--- config.mk ---
export PLATFORM = sky130hd
export DESIGN_NAME = uop_queue
export DESIGN_NICKNAME = d
export VERILOG_FILES = /design/src/rtl/decode_pkg.sv /design/src/rtl/uop_queue_mem.sv /design/src/rtl/uop_queue.sv
export SDC_FILE = /design/constraint.sdc
export NUM_CORES = 1
export LEC_CHECK = 0
export CELL_PAD_IN_SITES_DETAIL_PLACEMENT = 1
export CELL_PAD_IN_SITES_GLOBAL_PLACEMENT = 1
export CORE_MARGIN = 3
export CORE_UTILIZATION = 42
export DETAILED_ROUTE_END_ITERATION = 10
export GPL_TIMING_DRIVEN = 0
export PLACE_DENSITY = 0.76
export REMOVE_ABC_BUFFERS = 1
export SLEW_MARGIN = 20
export SYNTH_ARGS = -nofsm -noshare
export SYNTH_HDL_FRONTEND = slang
export SYNTH_SLANG_ARGS = --single-unit
--- constraint.sdc ---
create_clock -name clk -period 2.6 [get_ports clk]
set_clock_uncertainty 0.15 [all_clocks]
set_input_delay 0.26 -clock clk [delete_from_list [all_inputs] [get_ports clk]]
set_output_delay 0.26 -clock clk [all_outputs]
set_load 0.02 [all_outputs]
--- src/rtl/decode_pkg.sv ---
// Shared decode-side definitions for the micro-op queue.
//   UOP_W_DEF / BUNDLE_DEF : default uop width and maximum uops per bundle
//   cw_f  : width of the bundle "last index" field, max(1, clog2(bundle))
//   lw_f  : width of an occupancy count 0..depth, clog2(depth+1)
//   aw_f  : width of an entry address, max(1, clog2(depth))
//   uop_entry_t : one queue entry {first, last, uop} at the default width
package decode_pkg;

    localparam int UOP_W_DEF  = 16;
    localparam int BUNDLE_DEF = 3;

    function automatic int cw_f(input int bundle);
        return (bundle > 1) ? $clog2(bundle) : 1;
    endfunction

    function automatic int lw_f(input int depth);
        return $clog2(depth + 1);
    endfunction

    function automatic int aw_f(input int depth);
        return (depth > 1) ? $clog2(depth) : 1;
    endfunction

    typedef struct packed {
        logic                 first;
        logic                 last;
        logic [UOP_W_DEF-1:0] uop;
    } uop_entry_t;

endpackage

--- src/rtl/uop_queue_mem.sv ---
// Entry storage for uop_queue: DEPTH registers of {first, last, uop} with
// BUNDLE independent write ports and one asynchronous read port.
//   clk, a_rst : clock, asynchronous active-low reset (clears every entry)
//   wr_en      : per-port write enable
//   wr_addr    : per-port entry address, port k in [k*AW +: AW]
//   wr_data    : per-port entry, port k in [k*EW +: EW], layout {first,last,uop}
//   rd_addr    : read address
//   rd_data    : entry at rd_addr, combinational
module uop_queue_mem
    import decode_pkg::*;
#(
    parameter int UOP_W  = UOP_W_DEF,
    parameter int BUNDLE = BUNDLE_DEF,
    parameter int DEPTH  = 8
) (
    input  logic                              clk,
    input  logic                              a_rst,
    input  logic [BUNDLE-1:0]                 wr_en,
    input  logic [BUNDLE*aw_f(DEPTH)-1:0]     wr_addr,
    input  logic [BUNDLE*(UOP_W+2)-1:0]       wr_data,
    input  logic [aw_f(DEPTH)-1:0]            rd_addr,
    output logic [UOP_W+1:0]                  rd_data
);

    localparam int AW = aw_f(DEPTH);
    localparam int EW = UOP_W + 2;

    logic [EW-1:0] mem [DEPTH];

    // Entries are cleared on reset so an empty-queue read never returns X.
    // Active ports always target distinct entries, so port order is irrelevant.
    always_ff @(posedge clk or negedge a_rst) begin
        if (!a_rst) begin
            for (int e = 0; e < DEPTH; e++) begin
                mem[e] <= '0;
            end
        end else begin
            for (int k = 0; k < BUNDLE; k++) begin
                if (wr_en[k]) begin
                    mem[wr_addr[k*AW +: AW]] <= wr_data[k*EW +: EW];
                end
            end
        end
    end

    assign rd_data = mem[rd_addr];

endmodule

--- src/rtl/uop_queue.sv ---
// Micro-op buffer between decode and the execute issue port. Accepts a whole
// bundle of 1..BUNDLE uops per cycle and issues them in order, one per cycle.
//   clk, a_rst   : clock, asynchronous active-low reset
//   flush        : synchronous discard of all queued uops (beats push/pop)
//   hold         : freezes all state, forces in_ready and out_valid low
//   in_valid/in_ready : bundle handshake; in_ready needs room for BUNDLE uops
//   in_uops      : uop k in [k*UOP_W +: UOP_W], uop 0 issues first
//   in_last_idx  : uop count minus one, clamped to BUNDLE-1
//   out_valid/out_ready : per-uop issue handshake
//   out_uop, out_first, out_last : head entry and its bundle-boundary tags
//   level, empty, full : occupancy
module uop_queue
    import decode_pkg::*;
#(
    parameter int UOP_W  = UOP_W_DEF,
    parameter int BUNDLE = BUNDLE_DEF,
    parameter int DEPTH  = 8
) (
    input  logic                       clk,
    input  logic                       a_rst,
    input  logic                       flush,
    input  logic                       hold,
    input  logic                       in_valid,
    output logic                       in_ready,
    input  logic [BUNDLE*UOP_W-1:0]    in_uops,
    input  logic [cw_f(BUNDLE)-1:0]    in_last_idx,
    output logic                       out_valid,
    input  logic                       out_ready,
    output logic [UOP_W-1:0]           out_uop,
    output logic                       out_first,
    output logic                       out_last,
    output logic [lw_f(DEPTH)-1:0]     level,
    output logic                       empty,
    output logic                       full
);

    localparam int CW = cw_f(BUNDLE);
    localparam int LW = lw_f(DEPTH);
    localparam int AW = aw_f(DEPTH);
    localparam int EW = UOP_W + 2;

    // Out-of-range last index saturates to a full bundle.
    function automatic logic [LW-1:0] clamp_count(input logic [CW-1:0] last_idx);
        if (int'(last_idx) > BUNDLE - 1) begin
            return LW'(BUNDLE);
        end
        return LW'(last_idx) + LW'(1);
    endfunction

    logic [AW-1:0]        wr_ptr;
    logic [AW-1:0]        rd_ptr;
    logic [LW-1:0]        n_in;
    logic                 push;
    logic                 pop;
    logic [BUNDLE-1:0]    wr_en;
    logic [BUNDLE*AW-1:0] wr_addr;
    logic [BUNDLE*EW-1:0] wr_data;
    logic [EW-1:0]        rd_data;

    assign n_in = clamp_count(in_last_idx);

    // Room for a worst-case bundle; deliberately ignores in_last_idx so that
    // in_ready never depends on in_valid-side data.
    assign in_ready  = ~hold & ~flush & ((LW'(DEPTH) - level) >= LW'(BUNDLE));
    assign push      = in_valid & in_ready;
    assign empty     = (level == '0);
    assign full      = (level == LW'(DEPTH));
    assign out_valid = ~hold & ~empty;
    assign pop       = out_valid & out_ready;

    // Bundle slot k lands at wr_ptr+k; address wrap is free since DEPTH is 2^AW.
    always_comb begin
        wr_en   = '0;
        wr_addr = '0;
        wr_data = '0;
        for (int k = 0; k < BUNDLE; k++) begin
            wr_en[k]              = push && (LW'(k) < n_in);
            wr_addr[k*AW +: AW]   = wr_ptr + AW'(k);
            wr_data[k*EW +: EW]   = {(k == 0), (LW'(k) == n_in - LW'(1)),
                                     in_uops[k*UOP_W +: UOP_W]};
        end
    end

    always_ff @(posedge clk or negedge a_rst) begin
        if (!a_rst) begin
            wr_ptr <= '0;
            rd_ptr <= '0;
            level  <= '0;
        end else if (flush) begin
            wr_ptr <= '0;
            rd_ptr <= '0;
            level  <= '0;
        end else begin
            // hold needs no branch here: it already forces push and pop low.
            if (push) begin
                wr_ptr <= wr_ptr + AW'(n_in);
            end
            if (pop) begin
                rd_ptr <= rd_ptr + AW'(1);
            end
            level <= level + (push ? n_in : LW'(0)) - (pop ? LW'(1) : LW'(0));
        end
    end

    uop_queue_mem #(
        .UOP_W  (UOP_W),
        .BUNDLE (BUNDLE),
        .DEPTH  (DEPTH)
    ) u_mem (
        .clk     (clk),
        .a_rst   (a_rst),
        .wr_en   (wr_en),
        .wr_addr (wr_addr),
        .wr_data (wr_data),
        .rd_addr (rd_ptr),
        .rd_data (rd_data)
    );

    assign out_uop   = rd_data[UOP_W-1:0];
    assign out_last  = rd_data[UOP_W];
    assign out_first = rd_data[UOP_W+1];

endmodule

==> results of run 1 <==
## layer usage
layer	up-vias	GRT usage, %	wire length, µm
li1	4413	-	-
met1	5967	46.6	19900
met2	1344	55.9	24800
met3	529	15.5	8920
met4	4	27.8	5620
met5	-	1.22	96
## power by group
part,internal (mW),switching (mW)
clock,1.73,1.15
combinational,2.42,2.66
sequential,3.15,0.543
## what timing repair did
action / CTS / global route
hold buffers: 1 / 0
resized for setup: 173 / 78
setup buffers: 70 / 34
pin swaps: 23 / 25
endpoints found under the setup margin: 171 / 159
endpoints found under the hold margin: 100 / 0
gates cloned: 18 / 4
## sequential cells by signal, summed over array words and instances (netlist names)
signal     flops
u_mem.mem    144
wr_ptr         3
rd_ptr         3
level          4
## cells in the mapped netlist (all sizes together) (3+ instances only)
cell    count
a21oi      41
a311oi     65
a31oi      16
a32oi       5
and3        7
buf        84
clkbuf     88
dfrtp     154
ha          9
inv        15
mux2       18
mux2i      70
mux4       36
nand2       9
nand2b      8
nand3      41
nand4       9
nor2       50
nor2b       5
nor3      137
nor4       31
o21a        4
o21ai      31
o221a      26
o22ai       3
o31ai      35
o32a        3
o32ai      31
or2        10
or3         4
or4         3
xnor2       5
## per-stage QoR
| step | setup slack (ns) | std cells |
|---|---|---|
| after floorplan | -1.86 | 913 |
| after global routing | -0.372 | 1494 |
| final | -0.401 | 1495 |
| after global placement | -5.71 | 1318 |
| after CTS | -0.0635 | 1460 |
| after detailed placement | -2.93 | 1341 |
## cells by family after synthesis
kind of cell,Yosys count,synth area share [%]
other,1,0.0350
adders and majority gates,11,1.43
DFF,154,36.0
buffers and inverters,187,8.16
muxes,124,16.0
AOI/OAI and AO/OA,269,20.7
xor gates and xnor gates,6,0.561
and+or+nand+nor,333,17.1
## cell type report
type	count	area, µm²	area share (%)
multi-input cells	758	6740	48.2
clock buffers	20	447	3.20
well taps	324	405	2.90
clock inverters	11	193	1.38
diodes	1	2.50	0.0179
flip-flops and latches	154	3880	27.8
repair inverters	3	37.5	0.269
inverters	15	77.6	0.555
repair buffers	209	2190	15.7
## worst max-delay path by stage
stage	start	end	slack, ns	cells after the start
2_1_floorplan	level[3]	u_mem.mem[0]	-1.86	5
3_3_place_gp	a_rst	u_mem.mem[72]	-5.71	1
3_5_place_dp	flush	level[2]	-2.93	11
4_1_cts	rd_ptr[0]	out_uop[8]	-0.06	6
5_1_grt	level[1]	u_mem.mem[10]	-0.37	10
6_report	level[1]	u_mem.mem[10]	-0.40	10
## worst max-delay path, stage by stage, from the launching register on
cell and delay [ns]:
dfrtp_2 0.43, buf_6 0.13, nand3b_1 0.14, buf_4 0.14
buf_6 0.11, buf_12 0.11, nand4_4 0.16, buf_16 0.20
buf_16 0.17, nor3_1 0.98, a311oi_4 0.06
## cell usage in the layout (no fill, tap or decap), drive strengths merged, types with 17 or more instances in the layout
| cell type | count |
|---|---|
| a311oi | 65 |
| nor2 | 50 |
| or2 | 17 |
| o31ai | 35 |
| nand3 | 43 |
| o221a | 26 |
| mux2 | 18 |
| mux4 | 36 |
| nor4 | 31 |
| o21ai | 31 |
| nor3 | 137 |
| mux2i | 70 |
| inv | 19 |
| dfrtp | 154 |
| clkbuf | 23 |
| a21oi | 41 |
| buf | 142 |
| clkdlybuf4s50 | 55 |
| o32ai | 31 |
==> results.md, run 1 <==
- Outcome: complete, but fails checks
- Failing checks: negative setup slack
- Vias in the first global route: 12.5k
- Share of layout cells above drive strength 1: 33.3%
- Design Area, Final: 14000 µm²
- Starting density of the core: 43.4%
- Register area share after synthesis: 36.0%
- Max-Cap Viols: 0
- Total Wirelength: 59.4 mm
- Crit Path Category: reg2reg
- Worst Path Required: 2.72 ns
- Final WS setup: -0.401 ns
- Total GRT Usage: 38.7%
- PD cells: 834 nW/µm²
- Die height: 166 µm
- Top post-synthesis cells by area: dfrtp_1, mux4_2, mux2i_1, nor3_1, a311oi_2
- Final TNS setup: -4.09 ns
- Worst-Margin Slew: 1.21 ns
- Final min period: 3.00 ns
- CTS tree: built
- Global-route wire length before repair: 80.9 mm
- # rows: 57
- Final slew viol count: 0
- Core Util, Final: 56.6%
- Die Wd: 166 µm
- P&R area growth vs syn: 30.4%
- CP arrival: 3.12 ns
- GRT overflow: 0
- Tot Pwr: 11.7 mW
- DRT iter0 DRCs: 2349
- Final Cycle Share: 115%
- Avg WL per Cell: 39.7 µm
- EDFF count, synth: 0
- Distinct cell type count after synthesis: 67
- FFs w/ async S/R, synth: 100%
- Syn avg cell area: 9.87 µm²
- LEAKAGE: 5.41 nW
- Warnings from Yosys: 0
- H-tree Lvls: 4
- Clk slew on worst S/H paths: 0.07 ns
- R2r endpoint: u_mem.mem[10]
- Post-Syn Instances: 1085
- Minimum hold slack: 0.0622 ns
- Crit path max fanout: 32
- Max Clock Freq: 333 MHz
- Slew margin rel.: 19.0%
- Largest net degree at the start of global routing: 88
- R2r startpoint: level[1]
- Setup-failing EPs final: 45
- TritonRoute pass-1 iters: 10
- Worst vdd ir: 0.000539 V
- Final Hold Vio Count: 0
- Yosys top cell by area: dfrtp_1
- Layout fillers: 2590
- I/O pins: 82
- Root Driver: clkbuf_16
- Port-buffer cells: 81
- Flop-to-flop setup slack: -0.40 ns
- Most used DFF post-synth: dfrtp_1
- Crit. End Element: register
- Final Net Count: 1225
- Die area: 27500 µm²
- Yosys reg bits: 154
- Core area: 24700 µm²
- Hold Crit Class: in2async
- Post-DP HPWL: 25.6 mm
- Clock buffer depth: 2
- Routed vias: 12.3k
- Remaining DRCs: 0
- DRT antenna net count: 0
- Clk Latency, worst-skew pair: 0.45 ns
- Yosys top cell area share: 36.0%
- Sink Count: 154
- Startpoint Class: register
- GPL Wtd Cong: 0.855
- Mapped cell area: 10700 µm²
- Area post-placement: 11600 µm²
- Vias per Instance: 8.20
- Inserted Clock Buffers: 17
- RSZ-0062 raised after global routing: yes
- Worst reg2reg path depth: 10
- Initial antenna violation count: 2
(Power assumes the default switching activity.)
==> run 2: changes to the inputs <==
--- a/config.mk
+++ b/config.mk
@@ -7,10 +7,10 @@
 export LEC_CHECK = 0
 export CELL_PAD_IN_SITES_DETAIL_PLACEMENT = 1
 export CELL_PAD_IN_SITES_GLOBAL_PLACEMENT = 1
-export CORE_MARGIN = 3
+export CORE_MARGIN = 2
 export CORE_UTILIZATION = 42
 export DETAILED_ROUTE_END_ITERATION = 10
-export GPL_TIMING_DRIVEN = 0
+export GPL_TIMING_DRIVEN = 1
 export PLACE_DENSITY = 0.76
 export REMOVE_ABC_BUFFERS = 1
 export SLEW_MARGIN = 20
==> run 2 against run 1 <==
  * The flow still finishes with violations (negative setup slack)
  * Final cell count down 0.60%
  * Critical path depth shrank 5
  * Core utilization down 4.2 points
  * Total power down 8.2%
  * Worst hold slack better by 0.15 ns
  * Sequential share of layout area is 1.6 points higher
  * Sequential power about the same
  * Combinational power fell by 15%
  * Critical endpoint is now out_uop[0]
  * Highest routed layer is now met4
==> results.md, run 2 (synthesis results as in run 1) <==
- Outcome: complete, but fails checks
- Failing checks: negative setup slack
- Total Wirelength: 47.1 mm (-21%)
- Die Wd: 164 µm (-1.2%)
- Most frequent cells in the layout: dfrtp_1, nor3_1, buf_4
- Final Net Count: 1210 (-1.2%)
- Worst Path Required: 2.19 ns (-0.53 ns)
- Vias in the first global route: 11.4k (-8.7%)
- Clk slew on worst S/H paths: 0.07 ns (about the same)
- GRT overflow: 0 (unchanged)
- P&R area growth vs syn: 22.8%
- Placed instance count: 1439 (+7.3%)
- Max-Cap Viols: 0 (unchanged)
- Final WS setup: -0.0305 ns (+0.370 ns)
- Final min period: 2.63 ns (-0.370 ns)
- Final slew viol count: 0 (unchanged)
- Sink Count: 154 (unchanged)
- Avg WL per Cell: 31.7 µm (-20%)
- Clock buffer depth: 2 (unchanged)
- Crit path max fanout: 5 (-84%)
- DP Worst Slack: -0.261 ns (+2.67 ns)
- DRT iter0 DRCs: 1470 (-37%)
- Antenna diodes: 0 (-1)
- Max FFs per register: 144 (unchanged)
- Root Driver: clkbuf_16
- CTS tree: built
- Slew margin rel.: 53.4% (+34 points)
- Most flops, register: u_mem.mem
- Max Clock Freq: 380 MHz (+14%)
- DRT antenna net count: 0 (unchanged)
- Minimum hold slack: 0.210 ns (+0.148 ns)
- Post-DP HPWL: 28.5 mm (+11%)
- Final Hold Vio Count: 0 (unchanged)
- Core Util, Final: 52.4% (-4.2 points)
- Inserted Clock Buffers: 17 (unchanged)
- Crit. End Element: primary output
- Hold Crit Class: in2async
- Startpoint Class: register
- Most common cell after layout, fill and taps aside: dfrtp_1
- Vias per Instance: 7.32 (-11%)
- TritonRoute pass-1 iters: 5 (-5)
- Routed vias: 10.9k (-11%)
- Clk Latency, worst-skew pair: 0.44 ns (about the same)
- Largest registers: u_mem.mem (144), level (4)
- Final TNS setup: -0.0776 ns (+4.01 ns)
- Total GRT Usage: 35.5% (-3.1 points)
- # rows: 58 (+1.8%)
- Largest net degree at the start of global routing: 59 (-33%)
- Global-route wire length before repair: 71.0 mm (-12%)
- Share of layout cells above drive strength 1: 26.7% (-6.6 points)
- Initial antenna violation count: 0 (-2)
- Starting density of the core: 42.7% (-0.75 points)
- PD cells: 813 nW/µm² (-2.5%)
- Die height: 164 µm (-1.2%)
- Worst vdd ir: 0.000507 V (-5.9%)
- RSZ-0062 raised after global routing: yes
- CP arrival: 2.22 ns (-0.90 ns)
- Remaining DRCs: 0 (unchanged)
- Final Non-Filler Cells: 1486 (-0.60%)
- Crit Path Category: reg2out
- LEAKAGE: 5.15 nW (-4.8%)
- GPL Wtd Cong: 0.909 (+6.3%)
- Port-buffer cells: 81 (unchanged)
- Final Cycle Share: 101% (-14 points)
- Worst-Margin Slew: 0.693 ns (-0.513 ns)
- H-tree Lvls: 4 (unchanged)
- Setup-failing EPs final: 3 (-93%)
- Die area: 26800 µm² (-2.4%)
- I/O pins: 82 (unchanged)
- Core area: 25100 µm² (+1.8%)
[run 2: routing by layer]
metal  vias up  track usage, %  wire length (µm)
met5         -               0                 0
met4         0            18.2              2810
met3       217            10.1              5220
met2       844            53.6             20800
met1      5472            46.6             18400
li1       4351               -                 -
[run 2: final timing paths]
path | depth (start not counted) | slack (ns) | startpoint | to
setup / recovery | 5 | -0.03 | rd_ptr[0] | out_uop[0]
hold / removal | 2 | 0.21 | a_rst | u_mem.mem[66]
setup reg to reg | 7 | 0.05 | level[3] | u_mem.mem[4]
hold reg to reg | 2 | 0.37 | u_mem.mem[125] | u_mem.mem[125]
max in group asynchronous | 3 | 1.34 | a_rst | rd_ptr[0]
min in group clk | 2 | 0.37 | u_mem.mem[125] | u_mem.mem[125]
[run 2: area by class of cell]
cell class              instances  area (µm²)
fillers                      2728       12000
multi-input cells             744        6090
flip-flops and latches        154        3860
repair buffers                211        2110
clock buffers                  20         457
well taps                     330         413
clock inverters                12         165
inverters                      15        56.3
[run 2: repair_timing]
action / in CTS / in global routing
endpoints found under the hold margin: 56 / 0
hold buffers: 1 / 0
cloned: 5 / 0
endpoints found under the setup margin: 27 / 22
gates resized for setup: 84 / 21
setup buffers: 7 / 3
pin swaps: 1 / 3
[run 2: worst max-delay path, cell delays in order (launching register included)]
cell and delay [ns]:
dfrtp_2 0.41, buf_6 0.18, buf_16 0.16, mux4_2 0.50
mux2_2 0.27, clkdlybuf4s15_2 0.25
[run 2: report_power, final]
group          switching (mW)  total [mW]  internal (mW)
Sequential              0.515        3.66           3.14
Combinational            2.15        4.30           2.14
Clock                    1.16        2.73           1.58
Total                    3.83        10.7           6.86
[run 2: stage by stage]
stage / cell area, µm² / total power [mW]
finish: 13100 / 10.7
global route: 13100 / 11.1
CTS: 13100 / 10.5
detailed placement: 12300 / 7.62
global placement: 12300 / 7.47
floorplan: 9890 / 5.88
==> run 3: changes to the inputs <==
--- a/config.mk
+++ b/config.mk
@@ -12,7 +12,6 @@
 export DETAILED_ROUTE_END_ITERATION = 10
 export GPL_TIMING_DRIVEN = 1
 export PLACE_DENSITY = 0.76
-export REMOVE_ABC_BUFFERS = 1
 export SLEW_MARGIN = 20
 export SYNTH_ARGS = -nofsm -noshare
 export SYNTH_HDL_FRONTEND = slang
==> run 3 against run 2 <==
  * The run now ends clean
  * Die area did not move
  * Routed wire length fell by 0.86%
  * Register-to-register slack barely moved
  * Count of clock-buffer cells in the layout fell by 1
  * Highest routed layer unchanged
==> results.md, run 3 (synthesis results as in run 1) <==
- Minimum hold slack: 0.214 ns (+0.00374 ns)
- PD cells: 798 nW/µm² (-1.9%)
- Outcome: complete, no violations
- DRT antenna net count: 0 (unchanged)
- Most flops, register: u_mem.mem
- Setup-failing EPs final: 0 (-3)
- Inserted Clock Buffers: 17 (unchanged)
- Most frequent cells in the layout: dfrtp_1, nor3_1, buf_4
- Remaining DRCs: 0 (unchanged)
- Tot Pwr: 10.4 mW (-2.4%)
- Largest net degree at the start of global routing: 56 (-5.1%)
- Initial antenna violation count: 0 (unchanged)
- # rows: 58 (unchanged)
- Final WS setup: 0.00276 ns (+0.0333 ns)
- Die area: 26800 µm² (unchanged)
- Synthesized Nets: 1152
- Avg WL per Cell: 31.4 µm (-1.1%)
- Clk Latency, worst-skew pair: 0.45 ns (about the same)
- Worst reg2reg path depth: 9 (+2)
- Vias per Instance: 7.33 (about the same)
- Hold Crit Class: in2async
- Worst vdd ir: 0.000441 V (-13%)
- I/O pins: 82 (unchanged)
- Clk slew on worst S/H paths: 0.07 ns (about the same)
- CTS tree: built
- Layout fillers: 2798 (+2.6%)
- Antenna diodes: 0 (unchanged)
- Port-buffer cells: 81 (unchanged)
- Final Cycle Share: 99.9% (-1.3 points)
- CP Capture Point: out_last
- TritonRoute pass-1 iters: 6 (+1)
- Worst-Margin Slew: 0.682 ns (-0.0108 ns)
- Largest registers: u_mem.mem (144), level (4)
- Global-route wire length before repair: 71.0 mm (about the same)
- Core area: 25100 µm² (unchanged)
- Flop-to-flop setup slack: 0.05 ns (about the same)
- Slew margin rel.: 54.4% (+0.97 points)
- Max FFs per register: 144 (unchanged)
- Sink Count: 154 (unchanged)
- Register area: 3860 µm² (about the same)
- Total Wirelength: 46.7 mm (-0.86%)
- DP Worst Slack: -0.183 ns (+0.0780 ns)
- Post-DP HPWL: 29.4 mm (+3.3%)
- Die Wd: 164 µm (unchanged)
- Multi-input gate area: 6090 µm² (-0.12%)
- P&R area growth vs syn: 22.1%
- Clock buffer depth: 2 (unchanged)
- Final Hold Vio Count: 0 (unchanged)
- Final slew viol count: 0 (unchanged)
- Crit path max fanout: 5 (unchanged)
- Crit path launch: rd_ptr[0]
- CP arrival: 2.19 ns (-0.03 ns)
- Final Net Count: 1214 (+0.33%)
- GPL Wtd Cong: 0.910 (+0.11%)
- Max-Cap Viols: 0 (unchanged)
- Crit. End Element: primary output
- LEAKAGE: 5.12 nW (-0.66%)
- Startpoint Class: register
- Total GRT Usage: 35.4% (-0.15 points)
- Root Driver: clkbuf_16
- Share of layout cells above drive strength 1: 27.2% (+0.43 points)
- H-tree Lvls: 4 (unchanged)
- DRT iter0 DRCs: 1555 (+5.8%)
- Routed vias: 10.9k (+0.35%)
- RSZ-0062 raised after global routing: yes
- Crit Path Category: reg2out
- Most common cell after layout, fill and taps aside: dfrtp_1
- GRT overflow: 0 (unchanged)
- Max Clock Freq: 385 MHz (+1.3%)
- Die height: 164 µm (unchanged)
- Vias in the first global route: 11.5k (+0.85%)
- R2r startpoint: level[2]
- Final min period: 2.60 ns (-0.0333 ns)
- R2r endpoint: level[1]
- Worst Path Required: 2.19 ns (about the same)
- Starting density of the core: 42.7% (unchanged)
-- run 3: layer usage --
layer	GRT usage (%)	part of all wire, %
met4	17.7	4.9
met5	0	0
met1	46.5	39
met2	54.2	45
met3	9.02	11
-- run 3: per-stage QoR --
step                      instance area (µm²)  TNS, ns  cells  utilization (%)
after floorplan                         10800   -0.580   1085                -
after global placement                  12300   -0.172   1442             49.0
after detailed placement                12300    -1.16   1442             49.0
after CTS                               13000  -0.0183   1484             51.7
after global routing                    13100  -0.0495   1490             52.1
final                                   13100        0   1490             52.1
-- run 3: repair_timing --
item / CTS / global route
endpoints found under the hold margin: 52 / 0
setup buffers: 7 / 4
cloned: 2 / 2
hold buffers: 1 / 0
resized for setup: 85 / 12
setup endpoints to repair: 22 / 14
pin swaps: 0 / 5
-- run 3: worst max-delay path, stage by stage, from the launching register on --
cell     delay, ns
dfrtp_2       0.40
buf_12        0.15
buf_12        0.14
buf_4         0.11
mux4_2        0.50
mux2_4        0.30
buf_6         0.14
-- run 3: layout make-up --
type                       instances  area share (%)
timing repair buffer             215            16.1
clock buffer                      19            3.39
sequential                       154            29.5
multi-input combinational        744            46.5
tap                              330            3.16
inverter                          15           0.431
clock inverter                    13           0.823
-- run 3: worst min path at each step --
stage | cells past startpoint | to | start | slack, ns
after floorplan | 0 | level[0] | a_rst | -0.19
after global placement | 1 | level[3] | a_rst | 0.12
after detailed placement | 1 | level[3] | a_rst | 0.13
after CTS | 2 | level[3] | a_rst | 0.23
after global routing | 2 | level[3] | a_rst | 0.27
final | 2 | level[3] | a_rst | 0.21
-- run 3: power by group --
part | switching, mW | internal, mW
Clock | 1.18 | 1.27
Sequential | 0.488 | 3.14
Combinational | 2.22 | 2.12
